File: src/rtl/modacc.sv
// Modular accumulator: frames products from the modular multiplier and emits
// one sum mod MOD per frame, holding the result until downstream accepts it.
module modacc #(
    parameter int                MWIDTH = 39,
    parameter logic [MWIDTH-1:0] MOD    = 39'h40_0080_0001,
    parameter int                CWIDTH = 16
) (
    input  logic              clk,
    input  logic              rst_n,
    input  logic              i_acc_vld,
    input  logic [MWIDTH-1:0] i_acc_din,
    input  logic              i_acc_last,
    input  logic              i_acc_clr,
    input  logic              i_acc_rdy,
    output logic              o_acc_vld,
    output logic [MWIDTH-1:0] o_acc_dout,
    output logic [CWIDTH-1:0] o_acc_cnt,
    output logic              o_acc_ovf
);

    localparam logic [0:0]        IDLE    = 1'b0;
    localparam logic [0:0]        ACCUM   = 1'b1;
    localparam logic [CWIDTH-1:0] CNT_MAX = '1;

    logic [0:0]        state_reg, state_next;
    logic [MWIDTH-1:0] acc_reg, acc_next;
    logic [CWIDTH-1:0] cnt_reg, cnt_next;
    logic              vld_reg, vld_next;
    logic [MWIDTH-1:0] dout_reg, dout_next;
    logic              ovf_reg, ovf_next;

    logic [MWIDTH-1:0] acc_op;
    logic [MWIDTH:0]   sum;
    logic [MWIDTH:0]   diff;
    logic [MWIDTH-1:0] red;

    // A closed frame starts from zero regardless of what acc_reg holds.
    assign acc_op = (state_reg == ACCUM) ? acc_reg : '0;
    assign sum    = {1'b0, acc_op} + {1'b0, i_acc_din};
    assign diff   = sum - {1'b0, MOD};
    assign red    = (sum >= {1'b0, MOD}) ? diff[MWIDTH-1:0] : sum[MWIDTH-1:0];

    always_comb begin
        state_next = state_reg;
        acc_next   = acc_reg;
        cnt_next   = cnt_reg;
        vld_next   = vld_reg;
        dout_next  = dout_reg;
        ovf_next   = ovf_reg;
        if (i_acc_clr) begin
            state_next = IDLE;
            acc_next   = '0;
            cnt_next   = '0;
            vld_next   = 1'b0;
            dout_next  = '0;
            ovf_next   = 1'b0;
        end else begin
            if (vld_reg && i_acc_rdy) begin
                vld_next  = 1'b0;
                dout_next = '0;
            end
            if (i_acc_vld) begin
                if (i_acc_last) begin
                    state_next = IDLE;
                    acc_next   = '0;
                    cnt_next   = '0;
                    // Result slot is free if empty or draining this cycle.
                    if (!vld_reg || i_acc_rdy) begin
                        vld_next  = 1'b1;
                        dout_next = red;
                    end else begin
                        ovf_next = 1'b1;
                    end
                end else begin
                    state_next = ACCUM;
                    acc_next   = red;
                    if (cnt_reg == CNT_MAX) begin
                        ovf_next = 1'b1;
                    end else begin
                        cnt_next = cnt_reg + CWIDTH'(1);
                    end
                end
            end
        end
    end

    always_ff @(posedge clk or negedge rst_n) begin
        if (!rst_n) begin
            state_reg <= IDLE;
            acc_reg   <= '0;
            cnt_reg   <= '0;
            vld_reg   <= 1'b0;
            dout_reg  <= '0;
            ovf_reg   <= 1'b0;
        end else begin
            state_reg <= state_next;
            acc_reg   <= acc_next;
            cnt_reg   <= cnt_next;
            vld_reg   <= vld_next;
            dout_reg  <= dout_next;
            ovf_reg   <= ovf_next;
        end
    end

    assign o_acc_vld  = vld_reg;
    assign o_acc_dout = dout_reg;
    assign o_acc_cnt  = cnt_reg;
    assign o_acc_ovf  = ovf_reg;

endmodule

File: config.mk
export PLATFORM = sky130hd
export DESIGN_NAME = modacc
export DESIGN_NICKNAME = d
export VERILOG_FILES = /design/src/rtl/modacc.sv
export SDC_FILE = /design/constraint.sdc
export NUM_CORES = 1
export LEC_CHECK = 0
export CAP_MARGIN = 20
export CORE_MARGIN = 4
export CORE_UTILIZATION = 57
export DETAILED_ROUTE_END_ITERATION = 10
export PLACE_DENSITY = 0.88
export SETUP_SLACK_MARGIN = 0.1
export SKIP_CTS_REPAIR_TIMING = 1
export SLEW_MARGIN = 10
export SYNTH_ARGS = -nofsm -noshare
export SYNTH_HDL_FRONTEND = slang
export SYNTH_SLANG_ARGS = --single-unit
File: constraint.sdc
create_clock -name clk -period 6.15 [get_ports clk]
set_clock_uncertainty 0.05 [all_clocks]
set_input_delay 1.23 -clock clk [delete_from_list [all_inputs] [get_ports clk]]
set_output_delay 1.23 -clock clk [all_outputs]
set_load 0.03 [all_outputs]
[Word-level counts from Yosys, hierarchy flattened]
Index checks and enable logic that the tools add are counted.
Storage, ports and cells
  register bits after elaboration: 97
  input port bits: 45
  output and inout port bits: 57
  word-level logic and storage cells: 47
Cells by class
  add/sub/neg operators: 3
  $lt $le $gt $ge: 1
  equal/unequal tests: 3
  muxes and demuxes: 27
  reduce and logical (&&, ||, !) cells: 7
Operators with widths (count)
  two-way mux 39 bit: 10
  two-way mux 16 bit: 4
  adder 39 x 39 -> 40 bit: 1
  greater-or-equal comparator 40 x 39 -> 1 bit, second input constant: 1
  subtractor 39 bit, second input constant: 1
  adder 16 x 1 -> 16 bit, second input constant: 1
  equality test 16 bit, second input constant: 1
  two-way mux 1 bit: 13
  != test 3 bit, second input constant: 2
  AND reduction 3 bit: 1
  nonzero test 3 bit: 1
  AND reduction 2 bit: 1
  nonzero test 2 bit: 1
  logical AND 1 bit: 1
  logical NOT 1 bit: 1
  logical OR 1 bit: 1

[Logic depth before layout (Yosys ltp)]
Gate-level depths: netlist of the first run.
  depth after elaboration: 8
  depth in mapped cells: 17
  depth with buffers taken out: 14

[Least setup slack after synthesis of the first run]
No wires, ideal clock.
  path type: input -> register
  start point: in i_acc_din[0]
  end point: reg acc_reg[21]
  setup time: 0.126 ns
  arrival: 4.674 ns
  data required time: 5.974 ns
  path slack: 1.300 ns
  cell stages on the path: 13
  path buffers: 0
  path through: ha_1 -> fa_1 -> a211oi_2 -> o31a_4 -> a2bb2oi_1 -> mux2_2 -> nor2_1 -> nor3_2 -> a41oi_2 -> nor3_2 -> a311oi_1 -> nor3_1 -> a221o_1
Between the ends
  longest elaborated chain between the ends: 6
  elaborated cells between the ends (all ways): 7
  those cells by class: add/sub: 2; order compare: 1; mux: 4
Ends and longest elaborated chain
  from (decl): RTL line 11  | input logic [MWIDTH-1:0] i_acc_din,
  adder 39 x 39 -> 40 bit *: RTL line 39  | assign sum = {1'b0, acc_op} + {1'b0, i_acc_din};
  subtractor 39 bit or greater-or-equal comparator 40 x 39 -> 1 bit (tied branches): RTL line 40, 41
  two-way mux 39 bit *: RTL line 41  | assign red = (sum >= {1'b0, MOD}) ? diff[MWIDTH-1:0] : sum[MWIDTH-1:0];
  two-way mux 39 bit *: RTL line 63  | if (i_acc_last) begin
  two-way mux 39 bit *: RTL line 62  | if (i_acc_vld) begin
  two-way mux 39 bit *: RTL line 50  | if (i_acc_clr) begin
  to (signal assigned): RTL line 97  | acc_reg <= acc_next;
  to (decl): RTL line 26  | logic [MWIDTH-1:0] acc_reg, acc_next;
Mark *: on every way between the ends. The rest lies on a longest branch, timed or not. The select of a mux whose other input is x is not followed.
A chain may end at the register's enable or synchronous reset.

[Worst setup path in the final report of the first run]
  start point: in i_acc_din[0]
  end point: reg acc_reg[29]
The elaborated chain is that of the path after synthesis.

==> impl_metrics.py, run 1 <==
metrics = {
    "power": {
        "powerDensity_nw_per_um2": 176.5,
        "p_leak_nw": 4.085,
        "ir_worst_vdd_v": 0.0001270,
        "finalPower_w": 0.001728,
    },
    "cells_and_area": {
        "final_util_pct": 69.96,
        "stdcell_area_sq_um": 9787,
        "drive_above_1_share_pct": 9.528,
        "area_delta_synth_final_pct": 19.31,
        "stdcell_count": 1261,
        "num_antenna_cells": 0,
        "final_net_count": 1164,
        "fill_cells": 1148,
    },
    "grt": {
        "grt_max_degree": 55,
        "gr-total-overflow": 0,
        "antenna_found_initial": 0,
        "grt_pass1_wl_microns": 41420,
        "grt_usage_pct": 31.40,
        "grt_pass1_vias": 8047,
    },
    "yosys": {
        "synthTopCellsByArea": "dfrtp_1 (30%), ha_1 (6.4%), nand2_1 (5.2%)",
        "synth_area_sq_um": 8203,
        "async_flop_share_pct": 100.0,
        "synth_edf_count": 0,
        "synth_area_leader_cell": "dfrtp_1",
        "syn-num-nets": 1069,
        "ys_seq_elements": 97,
        "synth_cell_type_count": 91,
        "synth_top_area_share_pct": 29.59,
        "synthFlopType": "dfrtp_1",
        "ys_seq_area_share_pct": 29.59,
        "yosys_warnings": 0,
        "avgSynthCellArea_sq_um": 8.362,
        "synthCells": 981,
    },
    "cts": {
        "clock_latency_ps": 370,
        "cts_buffers": 9,
        "cts_tree": "done",
        "htree_num_levels": 3,
        "clockBufferDepth": 2,
        "cts_sinks": 97,
        "path_clk_slew_ps": 80,
        "cts-root-buf": "clkbuf_16",
    },
    "detailed_routing": {
        "drt_iter0_markers": 988,
        "ant_nets": 0,
        "wl_per_cell_microns": 20.12,
        "drc": 0,
        "drt_first_pass_iters": 5,
        "wirelength_microns": 25380,
        "routed_via_density": 6.577,
        "routed-via-count": 8293,
    },
    "die": {
        "die_h_microns": 128.0,
        "ioPinCount": 102,
        "num_rows": 43,
        "die-area_sq_um": 16370,
        "die_w_microns": 128.0,
        "floorplan.initialDensity_pct": 58.64,
        "core_region_area_sq_um": 13990,
    },
    "placement": {
        "place_area_sq_um": 9457,
        "dp_hpwl_microns": 18870,
        "portBuffers": 101,
        "dpl.cell_count": 1244,
        "place.gp.congestion": 0.9379,
    },
    "min_path": {
        "min_path_type": "reg2reg",
        "hp-start": "acc_reg[28]",
    },
    "timing": {
        "slew_violations": 0,
        "tns_ps": 0,
        "hold_viol_final": 0,
        "fin_crit_sh_pct": 89.03,
        "period_needed_ps": 5475,
        "finalSetupViolCount": 0,
        "slew_headroom_pct": 44.06,
        "rsz0062_at_grt": "false",
        "fmax_mhz": 182.6,
        "tightest_slew_ps": 839.2,
    },
    "worst_setup_path": {
        "crit_fanout": 7,
        "endpoint_kind": "flip-flop",
        "critPathKind": "in2reg",
        "cp_data_required_time_ps": 6360,
        "critPathArrivalTime_ps": 5690,
        "rr_endpoint": "acc_reg[3]",
        "cp-startpoint": "i_acc_din[0]",
        "rrSetupSlack_ps": 930,
        "reg2reg_depth": 16,
        "rr_startpoint": "state_reg",
        "endpoint": "acc_reg[29]",
        "startpoint_type": "input pin",
    },
    "flow_run": {
        "drv_cap": 0,
    },
    "run_status": {
        "run_status": "finished clean",
    },
}
[critical path, stage by stage]
cell	delay, ps
clkdlybuf4s50_1	420
ha_1	240
fa_1	450
a211oi_2	360
nor2_1	140
xnor2_1	370
nand4_1	300
nor4_1	370
and4_4	300
a41oi_2	190
nor4b_4	490
buf_4	240
a21oi_2	100
nor2b_4	160
a221o_1	310
[per-stage QoR]
step / setup slack (ps) / hold WS (ps)
5_1_grt: 338.1 / 456.8
4_1_cts: 724.7 / 430.2
3_5_place_dp: 347.3 / 412.5
6_report: 674.9 / 421.0
2_1_floorplan: 1300 / 390.9
3_3_place_gp: 427.3 / 406.6
[area by class of cell]
type,instances,area (sq um),share of cell area (%)
inverter,18,67.56,0.6904
tap,180,225.2,2.301
multi-input combinational,818,5490,56.10
sequential,97,2427,24.80
timing repair buffer,132,1261,12.89
clock buffer,10,239.0,2.442
clock inverter,6,76.32,0.7799
[how the worst min path moves through the flow]
stage,end,slack (ps),depth (start not counted)
floorplan,acc_reg[5],390,2
global placement,acc_reg[36],410,2
detailed placement,acc_reg[37],410,2
CTS,acc_reg[28],430,2
global route,acc_reg[26],460,2
finish,acc_reg[28],420,2
[cell usage after synthesis, types with 5 or more instances]
library cell	number
nand2_1	114
dfrtp_1	97
nor2_1	67
a21oi_1	54
o21ai_0	53
and2_1	51
ha_1	42
nand3_1	42
xnor2_1	38
nand4_1	30
nor3_1	29
clkbuf_1	28
o21ai_1	26
or3_1	21
a211oi_1	19
inv_1	18
xor2_1	15
a22o_1	14
nor4_1	13
a211o_1	11
a21o_1	11
buf_2	11
mux2i_1	9
and3_1	8
o211ai_1	8
and4_1	7
nand2b_1	7
a21oi_2	6
a211oi_2	5
a221o_1	5
a22oi_1	5
o21a_1	5
o21bai_1	5
o31ai_1	5
[power by group]
| group | switching (W) | total [W] | internal [W] | leakage, nW |
|---|---|---|---|---|
| Combinational | 0.000261 | 0.000420 | 0.000159 | 2.60 |
| Clock | 0.000290 | 0.000626 | 0.000336 | 0.156 |
| Sequential | 0.0000191 | 0.000682 | 0.000663 | 1.33 |
| Total | 0.000570 | 0.00173 | 0.00116 | 4.09 |
[routing by layer]
| layer | track usage [%] | vias up | share of wire (%) |
|---|---|---|---|
| li1 | - | 3854 | - |
| met5 | 0 | - | 0 |
| met1 | 46.00 | 3920 | 43 |
| met2 | 48.15 | 467 | 45 |
| met4 | 8.739 | 0 | 2.1 |
| met3 | 5.250 | 52 | 9.9 |
[placed cells by master (no fill, tap or decap), types with 38 or more instances in the layout]
cell             netlist  layout
ha_1                  42      42
nand2_1              114     114
o21ai_0               53      53
and2_1                51      51
xnor2_1               38      38
clkdlybuf4s50_1        0     100
a21oi_1               54      53
nand3_1               42      42
dfrtp_1               97      97
nor2_1                67      66
[kinds of logic after synthesis]
kind of cell    synth area share [%]
compound gates                 26.13
xor+xnor                       6.056
fa+ha+maj                      6.650
buf+inv                        3.645
flops                          29.59
mux                            1.510
simple gates                   26.42
No activity file was read; power rests on OpenSTA's default activity.
==> run 2, diff against run 1 <==
==> constraint.sdc (replaced) <==
create_clock -name clk -period 5.77 [get_ports clk]
set_clock_uncertainty 0.05 [all_clocks]
set_input_delay 1.154 -clock clk [delete_from_list [all_inputs] [get_ports clk]]
set_output_delay 1.154 -clock clk [all_outputs]
set_load 0.03 [all_outputs]
==> run 2 against run 1 <==
Compared with the run above:
- via count increased by 0.92%
- highest routed layer unchanged
- first-iteration DRC count shrank 5.9%
- sequential power increased by 6.6%
- total power up 4.0%
- die area is the same
- cell area rose by 0.55%
- clock power decreased by 2%
- worst hold slack improved by 2.0 ps
- setup slack worse by 260 ps
- cell count up 0.87%
- combinational power grew 8.3%
==> impl_metrics.py, run 2 (synthesized netlist as in run 1, its figures left out) <==
metrics = {
    "run_status": {
        "run_status": "finished clean",
    },
    "worst_setup_path": {
        "crit_fanout": 13,
        "startpoint_type": "input pin",
        "critPathArrivalTime_ps": 5530,
        "reg2reg_depth": 15,
        "endpoint_kind": "flip-flop",
        "critPathKind": "in2reg",
        "rr_endpoint": "acc_reg[5]",
        "rr_startpoint": "state_reg",
        "rrSetupSlack_ps": 720,
        "cp_data_required_time_ps": 5950,
    },
    "die": {
        "floorplan.initialDensity_pct": 58.64,
        "die_h_microns": 128.0,
        "die_w_microns": 128.0,
        "num_rows": 43,
        "die-area_sq_um": 16370,
        "ioPinCount": 102,
        "core_region_area_sq_um": 13990,
    },
    "timing": {
        "tightest_slew_ps": 845.5,
        "period_needed_ps": 5354,
        "slew_violations": 0,
        "fin_crit_sh_pct": 92.80,
        "rsz0062_at_grt": "false",
        "fmax_mhz": 186.8,
        "tns_ps": 0,
        "finalSetupViolCount": 0,
        "slew_headroom_pct": 43.63,
        "hold_viol_final": 0,
    },
    "cells_and_area": {
        "layout_commonest_cell": "nand2_1",
        "regArea_sq_um": 2427,
        "drive_above_1_share_pct": 10.44,
        "area_delta_synth_final_pct": 19.97,
        "stdcell_area_sq_um": 9841,
        "multi_input_area_sq_um": 5490,
        "num_antenna_cells": 0,
        "fill_cells": 1138,
        "final_net_count": 1175,
        "final_cell_mix": "nand2_1 (114), clkdlybuf4s50_1 (100), dfrtp_1 (97), nor2_1 (66)",
    },
    "min_path": {
        "whs_endpoint": "acc_reg[11]",
        "hp-start": "acc_reg[11]",
        "min_path_type": "reg2reg",
        "hold_path_depth": 2,
    },
    "detailed_routing": {
        "drc": 0,
        "wirelength_microns": 25690,
        "routed-via-count": 8369,
        "ant_nets": 0,
        "wl_per_cell_microns": 20.20,
        "drt_first_pass_iters": 5,
        "routed_via_density": 6.579,
        "drt_iter0_markers": 930,
    },
    "cts": {
        "path_clk_slew_ps": 70,
        "cts-root-buf": "clkbuf_16",
        "cts_sinks": 97,
        "clock_latency_ps": 370,
        "cts_tree": "done",
        "clockBufferDepth": 2,
        "htree_num_levels": 3,
        "cts_buffers": 9,
    },
    "flow_run": {
        "drv_cap": 0,
    },
    "placement": {
        "place_area_sq_um": 9547,
        "portBuffers": 101,
        "place.gp.congestion": 0.9790,
        "dp_hpwl_microns": 19030,
    },
    "grt": {
        "grt_pass1_vias": 8166,
        "grt_max_degree": 55,
        "gr-total-overflow": 0,
        "grt_pass1_wl_microns": 41600,
        "grt_usage_pct": 31.48,
        "antenna_found_initial": 0,
    },
    "power": {
        "p_leak_nw": 4.127,
        "ir_worst_vdd_v": 0.0001344,
        "powerDensity_nw_per_um2": 182.6,
    },
}
-- run 2: changes by cell type in the layout (fill, tap and decap cells not counted), sizes merged --
cell    before  now
buf         32   43
bufinv       1    0
clkinv       0    2
inv         23   22
-- run 2: metal layers --
layer	vias to the layer above	wire (microns)	GRT usage, %
li1	3883	-	-
met1	3955	11160	44.45
met2	454	11590	48.61
met3	77	2196	5.583
met4	0	744	11.42
met5	-	0	0
-- run 2: worst max path at each step --
stage / startpoint / endpoint / slack (ps)
2_1_floorplan: i_acc_din[0] / acc_reg[21] / 1000
3_3_place_gp: i_acc_din[0] / o_acc_dout[38] / 290
6_report: i_acc_din[0] / acc_reg[5] / 420
4_1_cts: i_acc_din[0] / acc_reg[5] / 530
3_5_place_dp: i_acc_din[0] / o_acc_dout[5] / 170
5_1_grt: i_acc_din[0] / acc_reg[5] / 140
-- run 2: through the flow --
stage	utilization, %	power [W]	hold WS (ps)	setup slack, ps	cells
detailed placement	68.25	0.001182	412.4	172.9	1256
floorplan	-	0.001007	390.9	996.1	981
global route	70.35	0.001869	451.6	139.2	1272
finish	70.35	0.001797	423.0	415.7	1272
CTS	70.35	0.001796	428.8	530.1	1272
global placement	68.25	0.001176	403.8	290.0	1256
-- run 2: layout make-up --
type | instances | area share (%)
Clock inverter | 6 | 0.5594
Sequential cell | 97 | 24.67
Timing Repair Buffer | 143 | 13.58
Multi-Input combinational cell | 818 | 55.79
Tap cell | 180 | 2.289
Inverter | 18 | 0.6866
Clock buffer | 10 | 2.428
-- run 2: critical path: stages --
cell and delay [ps]:
clkdlybuf4s50_1 430, ha_1 250, fa_1 460, a211oi_2 350
o31a_4 250, a2bb2oi_1 300, mux2_2 400, nor2_1 320
nor3_2 110, a41oi_2 310, nor4b_4 100, buf_4 200
a211oi_1 350, nor3b_1 410, o31ai_1 140
-- run 2: where the power goes --
part	switching (W)	internal [W]
registers	0.0000202	0.000707
clock network	0.000302	0.000314
logic	0.000282	0.000173
==> RTL change: new RTL, flow settings as in run 1 <==
The parameter `CWIDTH` goes from 16 to 32.
--- a/src/rtl/modacc.sv
+++ b/src/rtl/modacc.sv
@@ -5,3 +5,3 @@
     parameter logic [MWIDTH-1:0] MOD    = 39'h40_0080_0001,
-    parameter int                CWIDTH = 16
+    parameter int                CWIDTH = 32
 ) (
Ports: changed (resized o_acc_cnt); port bits go from 102 to 118. No check against the original RTL was run, so the function may have changed too.
==> RTL change against run 1 <==
Hold slack better by 2.8 ps. Design area is 7.5% higher. Sequential cell count up 16. Final cell count up 5.4%. Area after synthesis rose by 3.2%. Critical path depth decreased by 1. Setup slack got worse by 160 ps. Wire length up 5.8%. Total power up 27%.
==> RTL change: results (changes against run 1) <==
| Metric | Value |
|---|---|
| Clk_lat worst skew | `430 ps (+60 ps)` |
| Worst-path clk slew | `60 ps (-20 ps)` |
| Fillers | `1120 (-2.4%)` |
| Multi-input logic area | `0.00539 mm^2 (-1.8%)` |
| CP max FO | `6 (-1)` |
| Peak VDD IR | `0.000242 V (+91%)` |
| Signal buffers share of area | `0.133 (+0.00451)` |
| Post-synthesis sequential area ratio | `0.334 (+0.0381)` |
| Total power | `2.19 mW (+27%)` |
| Non-clock buffer total of the final layout | `143 (+8.3%)` |
| Commonest cells post-synth | `123 x nand2_1, 113 x dfrtp_1, 73 x o21ai_0` |
| Slew headroom | `0.394 (-0.0469)` |
| DR pass1 iterations | `6 (+1)` |
| Cells on worst reg2reg path | `15 (-1)` |
| Synth Net Count | `1111 (+3.9%)` |
| CP max-delay cell | `or4b_1` |
| Post-layout net count | `1220 (+4.8%)` |
| I/O Buffers | `117 (+16%)` |
| Synth unique cells | `70 (-23%)` |
| H-tree levels | `4 (+1)` |
| FF+latch area | `0.00283 mm^2 (+16%)` |
| Comb power frac | `0.181 (-0.062)` |
| HPWL Detailed | `19.2 mm (+1.9%)` |
| Pre-CTS setup slack | `158 ps (-189 ps)` |
| Clk pwr | `1.01 mW (+61%)` |
| Number of buffers created by CTS | `17 (+8)` |
| Clock buffer cells | `19 (+9)` |
| Synth Instances | `1023 (+4.3%)` |
| Worst Path Required | `6420 ps (+60 ps)` |
| Proportion of layout cells with a drive suffix above 1 | `0.0646 (-0.0307)` |
| Placed insts | `1294 (+4.0%)` |
| Mux contribution to synthesized area | `0.00872 (-0.00638)` |
| First-pass GRT wire length | `42.5 mm (+2.7%)` |
| Outcome | `completed` |
| Total GRT Usage | `0.320 (+0.00572)` |
| Worst hold path endpoint | `acc_reg[19]$_DFFE_PN0P_` |
| Multi-In Gates | `839 (+2.6%)` |
| WL final | `26.8 mm (+5.8%)` |
| Worst setup path end | `o_acc_dout[37]$_DFF_PN0_` |
| Xor/xnor share of the synthesized area | `0.0797 (+0.0191)` |
| Reg-to-reg slack, setup | `1000 ps (+70 ps)` |
| Vias in the first global route | `8304 (+3.2%)` |
| Post-Synth Adder-Cell Area | `0.0644 (-0.00207)` |
| Area contributors post-synth | `dfrtp_1 33%, ha_1 6.2%, nand2_1 5.5%, xor2_1 4.6%, o21ai_0 4.3%` |
| Leak | `4.37 nW (+7.0%)` |
| Largest net degree at the start of global routing | `70 (+27%)` |
| Compound-Gate Fraction of Synth Area | `0.223 (-0.0384)` |
| Via/cell ratio | `6.41 (-2.5%)` |
[RTL change: cell count changes after synthesis, moves of 7 or more]
cell / delta
xor2_1: +29
clkbuf_1: +20
o21ai_0: +20
dfrtp_1: +16
a22o_1: +13
a21oi_1: +9
nand2_1: +9
nand3_1: -8
a211o_1: -7
a211oi_1: -7
nor3_1: -7
or3_1: -7
[RTL change: layer usage]
metal	share of wire	global-route usage	vias to the layer above
met5	0	0	-
met4	0.033	0.119	0
met3	0.076	0.0565	72
met2	0.47	0.523	408
met1	0.42	0.427	4081
li1	-	-	3962
[RTL change: cells by family (layout without fill, tap and decap cells)]
| family | count (synthesis) | in the layout |
|---|---|---|
| XOR/XNOR | 77 | 77 |
| flip-flops | 113 | 113 |
| AND/OR/NAND/NOR | 425 | 425 |
| adder cells (fa/ha/maj) | 43 | 43 |
| buffers and inverters | 71 | 193 |
| AO/OA/AOI/OAI | 287 | 287 |
| multiplexers | 7 | 7 |
